==> config.mk <==
export PLATFORM = sky130hd
export DESIGN_NAME = dino_pixel_engine
export DESIGN_NICKNAME = d
export VERILOG_FILES = /design/src/rtl/dino_pixel_engine_pkg.sv /design/src/rtl/dino_pixel_engine_physics.sv /design/src/rtl/dino_pixel_engine.sv
export SDC_FILE = /design/constraint.sdc
export NUM_CORES = 1
export LEC_CHECK = 0
export CAP_MARGIN = 15
export CORE_MARGIN = 3
export CORE_UTILIZATION = 56
export DETAILED_ROUTE_END_ITERATION = 12
export GPL_ROUTABILITY_DRIVEN = 0
export HOLD_SLACK_MARGIN = 0.05
export PLACE_DENSITY = 0.79
export SLEW_MARGIN = 10
export SYNTH_ARGS = -nofsm -noshare
export SYNTH_HDL_FRONTEND = slang
export SYNTH_SLANG_ARGS = --single-unit
==> constraint.sdc <==
create_clock -name clk -period 4.88 [get_ports clk]
set_input_delay 0.732 -clock clk [delete_from_list [all_inputs] [get_ports clk]]
set_output_delay 0.732 -clock clk [all_outputs]
set_load 0.02 [all_outputs]
==> src/rtl/dino_pixel_engine_pkg.sv <==
// -----------------------------------------------------------------------------
// dino_pixel_engine_pkg
// Shared definitions for the dino-run pixel engine: RGB565 colour constants,
// UART key codes, the request FSM state type and the packed game-state record.
// -----------------------------------------------------------------------------
package dino_pixel_engine_pkg;

  // RGB565 palette
  localparam logic [15:0] COLOR_DINO     = 16'h07E0;
  localparam logic [15:0] COLOR_DINO_HIT = 16'hF800;
  localparam logic [15:0] COLOR_OBS      = 16'hF800;
  localparam logic [15:0] COLOR_GROUND   = 16'h0000;
  localparam logic [15:0] COLOR_BG       = 16'hFFFF;
  localparam logic [15:0] COLOR_BG_OVER  = 16'h7BEF;

  // UART key codes
  localparam logic [7:0] KEY_JUMP    = 8'h20;  // space
  localparam logic [7:0] KEY_RESTART = 8'h72;  // 'r'

  typedef enum logic [1:0] {
    S_IDLE = 2'd0,
    S_PHYS = 2'd1,
    S_EVAL = 2'd2,
    S_DONE = 2'd3
  } state_t;

  // Game state stepped once per frame. vel is a two's-complement value.
  typedef struct packed {
    logic [6:0]  dino_h;
    logic [4:0]  vel;
    logic [8:0]  obs_x;
    logic [15:0] score;
  } game_t;

endpackage

==> src/rtl/dino_pixel_engine_physics.sv <==
// -----------------------------------------------------------------------------
// dino_pixel_engine_physics
// Combinational one-frame step of the running game: dino jump/gravity, obstacle
// scroll/respawn, saturating score and the post-step collision test. The caller
// registers the results only on the frame's physics cycle.
// Ports:
//   dino_h_i/vel_i/obs_x_i/score_i  current game state
//   jump_req_i                      pending jump key
//   rnd_i                           respawn distance beyond the right edge
//   dino_h_o/vel_o/obs_x_o/score_o  next game state
//   collision_o                     dino and obstacle overlap after the step
// -----------------------------------------------------------------------------
module dino_pixel_engine_physics
  import dino_pixel_engine_pkg::*;
#(
  parameter int X_MAX  = 160,
  parameter int DINO_X = 16,
  parameter int DINO_W = 8,
  parameter int OBS_W  = 6,
  parameter int OBS_H  = 8,
  parameter int JUMP_V = 6,
  parameter int SPEED  = 2
) (
  input  logic [6:0]  dino_h_i,
  input  logic [4:0]  vel_i,
  input  logic [8:0]  obs_x_i,
  input  logic [15:0] score_i,
  input  logic        jump_req_i,
  input  logic [5:0]  rnd_i,
  output logic [6:0]  dino_h_o,
  output logic [4:0]  vel_o,
  output logic [8:0]  obs_x_o,
  output logic [15:0] score_o,
  output logic        collision_o
);

  logic signed [4:0] vel_eff;
  logic signed [8:0] h_sum;

  always_comb begin
    // NOTE: every always_comb output gets a default first so no path can infer a latch.
    dino_h_o    = '0;
    vel_o       = '0;
    obs_x_o     = obs_x_i;
    score_o     = score_i;
    collision_o = 1'b0;

    // A jump only launches from the ground.
    vel_eff = (jump_req_i && (dino_h_i == 7'd0)) ? 5'(JUMP_V) : vel_i;

    // Height is computed signed so a descent past the ground clamps to zero.
    h_sum = $signed({2'b00, dino_h_i}) + $signed({{4{vel_eff[4]}}, vel_eff});
    if (h_sum > 9'sd0) begin
      dino_h_o = h_sum[6:0];
      vel_o    = vel_eff - 5'sd1;
    end

    // Scroll left; once the obstacle would pass column 0, respawn off-screen right.
    if (obs_x_i < 9'(SPEED)) begin
      obs_x_o = 9'(X_MAX) + {3'b000, rnd_i};
    end else begin
      obs_x_o = obs_x_i - 9'(SPEED);
    end

    if (score_i != 16'hFFFF) begin
      score_o = score_i + 16'd1;
    end

    // Horizontal interval overlap plus the obstacle being taller than the dino's lift.
    collision_o = (obs_x_o < 9'(DINO_X + DINO_W)) &&
                  ((obs_x_o + 9'(OBS_W)) > 9'(DINO_X)) &&
                  (dino_h_o < 7'(OBS_H));
  end

endmodule

==> src/rtl/dino_pixel_engine.sv <==
// -----------------------------------------------------------------------------
// dino_pixel_engine
// Game-state and pixel-colour server for the LCD dino-run demo. The panel
// refresh loop pulses update with a pixel coordinate; this block answers with
// the RGB565 colour and a one-cycle done. A request for pixel (0,0) marks the
// start of a frame and first steps the game physics.
// Ports:
//   clk, rst_n            clock, asynchronous active-low reset
//   update                1-cycle request for pixel (update_x, update_y)
//   done, done_color      1-cycle answer; colour held until the next answer
//   rnd                   free-running random value (respawn distance)
//   rx_ready, rx_data     received UART byte (space = jump, 'r' = restart)
//   game_over             sticky collision flag
//   score                 frames survived, saturating
// -----------------------------------------------------------------------------
module dino_pixel_engine
  import dino_pixel_engine_pkg::*;
#(
  parameter int X_MAX     = 160,
  parameter int Y_MAX     = 80,
  parameter int RND_WIDTH = 8,
  parameter int GROUND_Y  = 70,
  parameter int DINO_X    = 16,
  parameter int DINO_W    = 8,
  parameter int DINO_H    = 10,
  parameter int OBS_W     = 6,
  parameter int OBS_H     = 8,
  parameter int JUMP_V    = 6,
  parameter int SPEED     = 2
) (
  input  logic                 clk,
  input  logic                 rst_n,
  input  logic                 update,
  input  logic [7:0]           update_x,
  input  logic [6:0]           update_y,
  output logic                 done,
  output logic [15:0]          done_color,
  input  logic [RND_WIDTH-1:0] rnd,
  input  logic                 rx_ready,
  input  logic [7:0]           rx_data,
  output logic                 game_over,
  output logic [15:0]          score
);

  localparam game_t GameInit = '{dino_h: '0, vel: '0, obs_x: 9'(X_MAX - 1), score: '0};

  state_t      state_q, state_d;
  logic [7:0]  x_q;
  logic [6:0]  y_q;
  game_t       game_q, game_d;
  logic        game_over_q, game_over_d;
  logic        jump_req_q, jump_req_d;
  logic        restart_req_q, restart_req_d;
  logic        done_q;
  logic [15:0] done_color_q, done_color_d;

  logic [6:0]  phys_dino_h;
  logic [4:0]  phys_vel;
  logic [8:0]  phys_obs_x;
  logic [15:0] phys_score;
  logic        phys_collision;

  logic [8:0]  px, py, ph;
  logic        dino_hit, obs_hit;
  logic [15:0] bg_color, pixel_color;

  // Only the low six bits set the respawn distance.
  logic unused_rnd;
  assign unused_rnd = ^rnd;

  // ---------------------------------------------------------------------------
  // Request FSM
  // ---------------------------------------------------------------------------
  always_comb begin
    state_d = state_q;
    unique case (state_q)
      S_IDLE: if (update) state_d = ((update_x == 8'd0) && (update_y == 7'd0)) ? S_PHYS : S_EVAL;
      S_PHYS: state_d = S_EVAL;
      S_EVAL: state_d = S_DONE;
      S_DONE: state_d = S_IDLE;
      default: state_d = S_IDLE;
    endcase
  end

  always_ff @(posedge clk or negedge rst_n) begin
    if (!rst_n) begin
      // NOTE: sequential state uses non-blocking assignments so every register samples pre-edge values.
      state_q <= S_IDLE;
      x_q     <= '0;
      y_q     <= '0;
    end else begin
      state_q <= state_d;
      // Coordinates are captured only when a request is accepted.
      if ((state_q == S_IDLE) && update) begin
        x_q <= update_x;
        y_q <= update_y;
      end
    end
  end

  // ---------------------------------------------------------------------------
  // Physics step, applied on the frame's physics cycle
  // ---------------------------------------------------------------------------
  dino_pixel_engine_physics #(
    .X_MAX  (X_MAX),
    .DINO_X (DINO_X),
    .DINO_W (DINO_W),
    .OBS_W  (OBS_W),
    .OBS_H  (OBS_H),
    .JUMP_V (JUMP_V),
    .SPEED  (SPEED)
  ) u_physics (
    .dino_h_i    (game_q.dino_h),
    .vel_i       (game_q.vel),
    .obs_x_i     (game_q.obs_x),
    .score_i     (game_q.score),
    .jump_req_i  (jump_req_q),
    .rnd_i       (rnd[5:0]),
    .dino_h_o    (phys_dino_h),
    .vel_o       (phys_vel),
    .obs_x_o     (phys_obs_x),
    .score_o     (phys_score),
    .collision_o (phys_collision)
  );

  always_comb begin
    game_d        = game_q;
    game_over_d   = game_over_q;
    jump_req_d    = jump_req_q;
    restart_req_d = restart_req_q;

    if (state_q == S_PHYS) begin
      // Keys are one-shot: each frame consumes whatever was pending.
      jump_req_d    = 1'b0;
      restart_req_d = 1'b0;
      if (!game_over_q) begin
        game_d = '{dino_h: phys_dino_h, vel: phys_vel, obs_x: phys_obs_x, score: phys_score};
        if (phys_collision) game_over_d = 1'b1;
      end else if (restart_req_q) begin
        game_d      = GameInit;
        game_over_d = 1'b0;
      end
    end

    // A key arriving on the physics cycle is kept for the next frame.
    if (rx_ready && (rx_data == KEY_JUMP))    jump_req_d    = 1'b1;
    if (rx_ready && (rx_data == KEY_RESTART)) restart_req_d = 1'b1;
  end

  // ---------------------------------------------------------------------------
  // Pixel hit-test (9-bit intermediates so the sums never wrap)
  // ---------------------------------------------------------------------------
  always_comb begin
    px = {1'b0, x_q};
    py = {2'b00, y_q};
    ph = {2'b00, game_q.dino_h};

    // Dino rows [GROUND_Y-h-DINO_H, GROUND_Y-h), rearranged to avoid subtraction.
    dino_hit = (px >= 9'(DINO_X)) && (px < 9'(DINO_X + DINO_W)) &&
               ((py + ph + 9'(DINO_H)) >= 9'(GROUND_Y)) &&
               ((py + ph) < 9'(GROUND_Y));

    obs_hit  = (game_q.obs_x < 9'(X_MAX)) &&
               (px >= game_q.obs_x) && (px < (game_q.obs_x + 9'(OBS_W))) &&
               (py >= 9'(GROUND_Y - OBS_H)) && (py < 9'(GROUND_Y));

    bg_color = game_over_q ? COLOR_BG_OVER : COLOR_BG;

    if ((px >= 9'(X_MAX)) || (py >= 9'(Y_MAX))) begin
      pixel_color = bg_color;
    end else if (dino_hit) begin
      pixel_color = game_over_q ? COLOR_DINO_HIT : COLOR_DINO;
    end else if (obs_hit) begin
      pixel_color = COLOR_OBS;
    end else if (py == 9'(GROUND_Y)) begin
      pixel_color = COLOR_GROUND;
    end else begin
      pixel_color = bg_color;
    end
  end

  // The answer is registered at the end of EVAL, so done is high during DONE.
  assign done_color_d = (state_q == S_EVAL) ? pixel_color : done_color_q;

  always_ff @(posedge clk or negedge rst_n) begin
    if (!rst_n) begin
      game_q        <= GameInit;
      game_over_q   <= 1'b0;
      jump_req_q    <= 1'b0;
      restart_req_q <= 1'b0;
      done_q        <= 1'b0;
      done_color_q  <= '0;
    end else begin
      game_q        <= game_d;
      game_over_q   <= game_over_d;
      jump_req_q    <= jump_req_d;
      restart_req_q <= restart_req_d;
      done_q        <= (state_q == S_EVAL);
      done_color_q  <= done_color_d;
    end
  end

  assign done       = done_q;
  assign done_color = done_color_q;
  assign game_over  = game_over_q;
  assign score      = game_q.score;

endmodule
* Yosys cells after proc, flatten, opt, wreduce, memory -nomap -nowiden
Cells that the tools add are included.
** Word-level totals
- Flip-flop bits (word level) :: 74
- Input port bits :: 35
- Logic and storage cells :: 92
** Operators by class
- Add/sub/neg operators :: 9
- $lt $le $gt $ge :: 16
- Equal/unequal tests :: 9
- Multiplexer cells :: 22
- Reduce and logical (&&, ||, !) cells :: 24
** Operator list (number)
- 16-bit 2-to-1 mux :: 7
- 37-bit 2-to-1 mux :: 2
- 9-bit by 3-bit adder with 9-bit output, second input constant :: 2
- 16-bit by 1-bit adder with 16-bit output, second input constant :: 1
- 16-bit inequality test, second input constant :: 1
- 1-bit logical AND :: 14
- 7-bit zero test :: 2
- 5-bit 2-to-1 mux :: 2
- 8-bit by 5-bit adder with 9-bit output :: 1
- 8-bit by 6-bit adder with 9-bit output, first input constant :: 1
- 9-bit by 4-bit adder with 9-bit output, second input constant :: 1
- 8-bit by 9-bit >= comparator with 1-bit output :: 1
- 9-bit by 7-bit >= comparator with 1-bit output, second input constant :: 1
- 9-bit by 1-bit > comparator with 1-bit output, second input constant :: 1
- 9-bit by 5-bit > comparator with 1-bit output, second input constant :: 1
- 8-bit by 9-bit less-than comparator with 1-bit output :: 1
- 9-bit by 2-bit less-than comparator with 1-bit output, second input constant :: 1
- 9-bit by 5-bit less-than comparator with 1-bit output, second input constant :: 1
- 9-bit by 8-bit less-than comparator with 1-bit output, second input constant :: 1
- 9-bit 2-to-1 mux :: 1
- 9-bit by 2-bit subtractor with 9-bit output, second input constant :: 1
- 7-bit by 7-bit adder with 8-bit output :: 1
- 8-bit by 6-bit equality test with 1-bit output, second input constant :: 1
- 8-bit by 7-bit equality test with 1-bit output, second input constant :: 1
- 24 further kinds :: 33

* Depth between registers and ports, before layout
- Depth after elaboration :: 10
- Mapped depth :: 17

* Cells and area by module
A second synthesis with hierarchy kept.
** Unflattened totals
- Cell total of the unflattened synthesis :: 534
- Area, all modules :: 4927.2 sq um
** By module, submodules not included
- dino_pixel_engine :: times used 1, cells an instance 321, area an instance 3579.7 sq um
- dino_pixel_engine_physics :: times used 1, cells an instance 213, area an instance 1347.5 sq um

* Worst setup path before layout
OpenSTA, ideal clock, no wires.
- Kind :: reg2reg
- Start :: reg game_q[31] (netlist bit)
- End :: reg game_q[28] (netlist bit)
- Library setup time :: 0.082 ns
- Arrival time :: 3.328 ns
- Path slack :: 1.470 ns
- Cell stages (with the launch flop) :: 16
- Period minus slack after synthesis :: 3.410 ns
- Cell sequence :: dfrtp_1 nor4_2 nand3_1 buf_2 nand2_1 inv_1 ha_1 fa_1 a21oi_1 o21a_1 buf_2 mux2i_1 o221a_2 a211oi_2 or4_1 a31oi_1
** Between the ends
- Word-level cells in the longest chain between the ends :: 7
- Elaborated cells between the ends (all ways) :: 8
- Those cells by class :: add/sub (2); order compare (1); mux (3); reduce/logical (2)
** RTL lines
- from (decl) :: line dino_pixel_engine.sv:50 : game_t game_q, game_d;
- from (signal assigned) :: line dino_pixel_engine.sv:187 : game_q <= GameInit;
- from (signal assigned) :: line dino_pixel_engine.sv:194 : game_q <= game_d;
- 7-bit zero test :: line dino_pixel_engine_physics.sv:49 : vel_eff = (jump_req_i && (dino_h_i == 7'd0)) ? 5'(JUMP_V) : vel_i;
- 1-bit logical AND :: line dino_pixel_engine_physics.sv:49
- 5-bit 2-to-1 mux :: line dino_pixel_engine_physics.sv:49
- 8-bit by 5-bit adder with 9-bit output :: line dino_pixel_engine_physics.sv:52 : h_sum = $signed({2'b00, dino_h_i}) + $signed({{4{vel_eff[4]}}, vel_eff});
- 9-bit by 1-bit > comparator with 1-bit output :: line dino_pixel_engine_physics.sv:53 : if (h_sum > 9'sd0) begin
- 5-bit 2-to-1 mux (*) :: line dino_pixel_engine_physics.sv:53
- 37-bit 2-to-1 mux (*) :: line dino_pixel_engine.sv:136 : if (!game_over_q) begin
Mark *: on every way between the ends. The rest lies on a longest branch, timed or not.
A chain may end at the register's enable or synchronous reset.

* Worst setup path in the final report
- Start :: reg game_q[31] (netlist bit)
- End :: reg game_q[34] (netlist bit)
** Between the ends
- Word-level cells in the longest chain between the ends :: 7
** RTL lines (line)
- 7-bit zero test :: dino_pixel_engine_physics.sv:49
- 1-bit logical AND :: dino_pixel_engine_physics.sv:49
- 5-bit 2-to-1 mux :: dino_pixel_engine_physics.sv:49
- 8-bit by 5-bit adder with 9-bit output (*) :: dino_pixel_engine_physics.sv:52
- 9-bit by 1-bit > comparator with 1-bit output :: dino_pixel_engine_physics.sv:53
- 7-bit 2-to-1 mux (*) :: dino_pixel_engine_physics.sv:53
- 37-bit 2-to-1 mux (*) :: dino_pixel_engine.sv:136
Marks and branches as above.

==> parameters.txt <==
Parameter                              Value

Status
  Status ... finished clean

Synthesis
  Simple-gate share of the synthesized area ... 0.213
  Post-synthesis instance area ... 4810 um^2
  Flop and latch count out of synthesis ... 64
  Main flop type after synthesis ... dfrtp_1
  Dominant cell type by area after synthesis ... dfrtp_1
  Count of mapped cells out of synthesis ... 541
  Share of synthesized area spent on multiplexers ... 0.0416
  Adder and majority gate portion of the synthesized area ... 0.102
  Post-synthesis share of cell area spent on xor and xnor gates ... 0.0400
  Main area contributors after synthesis ... dfrtp_1, ha_1, buf_4
  Post-synthesis async set-or-reset flop share ... 1.00
  Net count after synthesis ... 614
  Share of the yosys chip area belonging to registers ... 0.334
  Portion of synthesized cell area occupied by the leading cell type ... 0.302
  Combinational family with the most area after synthesis ... simple AND/OR/NAND/NOR gates
  Count of flip-flops with a built-in enable after synthesis ... 0
  Warnings, synthesis ... 0
  Post-synthesis compound-gate area fraction ... 0.188
  Synth Area per Inst ... 8.90 um^2
  Count of cell types in the netlist ... 75

Detailed routing
  Post-route antenna net violation count ... 0
  Average wire length per cell after detail routing ... 16.0 um
  Violation count after the first detailed-routing iteration ... 147
  Count of unresolved DRC violations after routing ... 0
  Overall routed net length ... 11000 um
  Detailed-route vias per instance ... 5.96
  Total number of vias ... 4097
  First-pass iteration count of the detailed router ... 5

Min path
  Hold Path Class ... reg2reg

Worst setup path
  Crit path capture type ... flip-flop
  Crit-path max FO ... 11
  Arrival time of data at the critical path endpoint ... 4220 ps
  Required time of the critical path ... 5080 ps
  Startpoint-to-endpoint class of the critical path ... reg2reg
  Critical Path Start Type ... flip-flop

GRT
  Wire length of the first global-routing pass ... 18800 um
  Number of antenna violations at the first check in global routing ... 0
  Via count of the first global-routing pass ... 3956
  Maximum number of pins on one net before global-route repair ... 65
  Global routing usage summed across all routing layers ... 0.234
  Overall overflow remaining after global route ... 0

STA
  RSZ-0062 raised after global routing ... false
  Total negative setup slack ... 0 ps
  Slew Limit Fails ... 0
  Largest clock skew in the final design ... 10.1 ps
  Number of setup violations in the final report ... 0
  Transition time at the pin with the least slew margin ... 920 ps
  Final critical-path required period ... 4020 ps
  Final period util ... 0.824
  Total count of hold-check failures in the final report ... 0
  Tightest slew margin relative to the limit ... 0.385
  Fmax ... 0.249 GHz

Cells and area
  # diodes ... 0
  Relative area change from synthesis to final layout ... 14.2%
  Final non-filler cell total ... 687
  Number of inserted filler cells in the final layout ... 678
  Nets ... 651
  Share of post-route cells with drive strength above 1 ... 0.107

Clock network
  Hold-fix buffer count after cts ... 0
  Number of buffers inserted during clock tree synthesis ... 9
  Cell at the root of the clock tree ... clkbuf_8
  Clock sink count ... 64
  # Post-CTS Setup Buffers ... 0
  Clk buf depth ... 2
  H-Tree Level Count ... 3
  Clock latency of the later-clocked register in the worst-skew pair ... 350 ps
  CTS tree ... yes
  Number of gates resized after cts ... 0
  Clock transition at the registers of the reported paths ... 80 ps

Floorplan
  Initial Util ... 0.580
  Ports ... 69
  Die outline area ... 9740 um^2
  Vertical die dimension ... 98.7 um
  X dimension of the die ... 98.7 um
  Standard-cell rows ... 33
  Area inside the core boundary ... 8300 um^2

Placement
  Number of placed cells counting well taps ... 672
  Count of buffers inserted at the top-level ports ... 66
  Detailed-placement wirelength estimate ... 8310 um

Job
  Max cap viols ... 0

Pwr
  Power density over the cells ... 606 nW/um^2
  P_leak ... 2.36 nW
  Overall power ... 0.00333 W
  Maximum vdd drop ... 0.000393 V
synthesized netlist by cell type (all sizes together) (10+ instances only):
| master | instances |
|---|---|
| dfrtp | 58 |
| nor2 | 45 |
| nand2 | 44 |
| buf | 36 |
| ha | 36 |
| a21oi | 35 |
| o21ai | 32 |
| inv | 29 |
| nor3 | 18 |
| mux2 | 16 |
| nand3 | 13 |
| or3 | 13 |
| xnor2 | 13 |
| a31oi | 11 |
| nand4 | 10 |
cell families after synthesis:
family,after synthesis
fa+ha+maj,38
compound gates,134
xor+xnor,22
simple gates,194
buf+inv,71
flops,64
mux,18
cell type report:
type                            count  area [um^2]  share of cell area
Tap cell                          105          131              0.0239
Multi-Input combinational cell    406         2820               0.512
Inverter                           29          109              0.0198
Timing Repair Buffer               68          671               0.122
Clock buffer                        9          124              0.0225
Clock inverter                      6         37.5             0.00683
Sequential cell                    64         1610               0.293
per-layer routing:
metal | wire length (um) | global-route usage
met2 | 5220 | 0.389
met3 | 451 | 0.0340
met5 | 0 | 0
met4 | 168 | 0.0662
met1 | 5140 | 0.318
worst paths after layout:
| check | slack (ps) | endpoint | cells after the start | startpoint |
|---|---|---|---|---|
| max | 860 | game_q[34]$_DFFE_PN0P_ | 13 | game_q[31]$_DFFE_PN0P_ |
| min | 500 | jump_req_q$_DFFE_PN0P_ | 2 | jump_req_q$_DFFE_PN0P_ |
| max reg2reg | 860 | game_q[34]$_DFFE_PN0P_ | 13 | game_q[31]$_DFFE_PN0P_ |
| min reg2reg | 500 | jump_req_q$_DFFE_PN0P_ | 2 | jump_req_q$_DFFE_PN0P_ |
| max in group asynchronous | 3770 | score[4]$_DFFE_PN0P_ | 2 | rst_n |
| min in group asynchronous | 560 | x_q[0]$_DFFE_PN0P_ | 2 | rst_n |
report_power, final:
group          switching [W]  internal [W]  leakage (nW)
sequential          0.000287      0.000733         0.792
combinational        0.00104      0.000872          1.49
clock               0.000219      0.000178        0.0769
total                0.00155       0.00178          2.36
cell usage in the layout (no fill, tap or decap), drive strengths merged, types with 5 or more instances in the layout:
master,Yosys,final
or4,5,5
nor3,18,18
nor2,45,45
dfstp,6,6
a31oi,11,11
a211oi,8,8
dfrtp,58,58
xor2,9,9
o21ai,32,32
nand2,44,44
inv,29,29
mux2,16,16
nand4,10,10
o22ai,5,5
clkbuf,6,9
nor4,9,9
o31ai,5,5
a21oi,35,35
xnor2,13,13
and3,7,7
nand2b,7,7
or3,13,13
a22o,6,6
nand3,13,13
ha,36,36
clkdlybuf4s50,0,65
through the flow:
stage	hold WS, ps	utilization	setup slack (ps)	area [um^2]
2_1_floorplan	436	-	1470	4810
3_3_place_gp	485	0.643	942	5340
3_5_place_dp	487	0.643	904	5340
4_1_cts	503	0.663	847	5500
5_1_grt	548	0.663	528	5500
6_report	498	0.663	860	5500
critical path: stages (launching register included):
cell and delay [ps]:
dfrtp_1 480, nor4_2 420, nand3_1 380, nand2_1 240, inv_1 60, ha_1 210
fa_1 410, xor2_1 190, or3_1 320, a2111o_1 360, a211oi_2 340, nor2_2 170
a31oi_1 210, a31oi_1 60
registers in the layout (all words and copies together) (netlist names):
name,count
game_over,1
x_q,8
state_q,2
game_q,21
jump_req_q,1
restart_req_q,1
score,16
done,1
y_q,7
done_color,6
No activity file was read; power rests on OpenSTA's default activity.
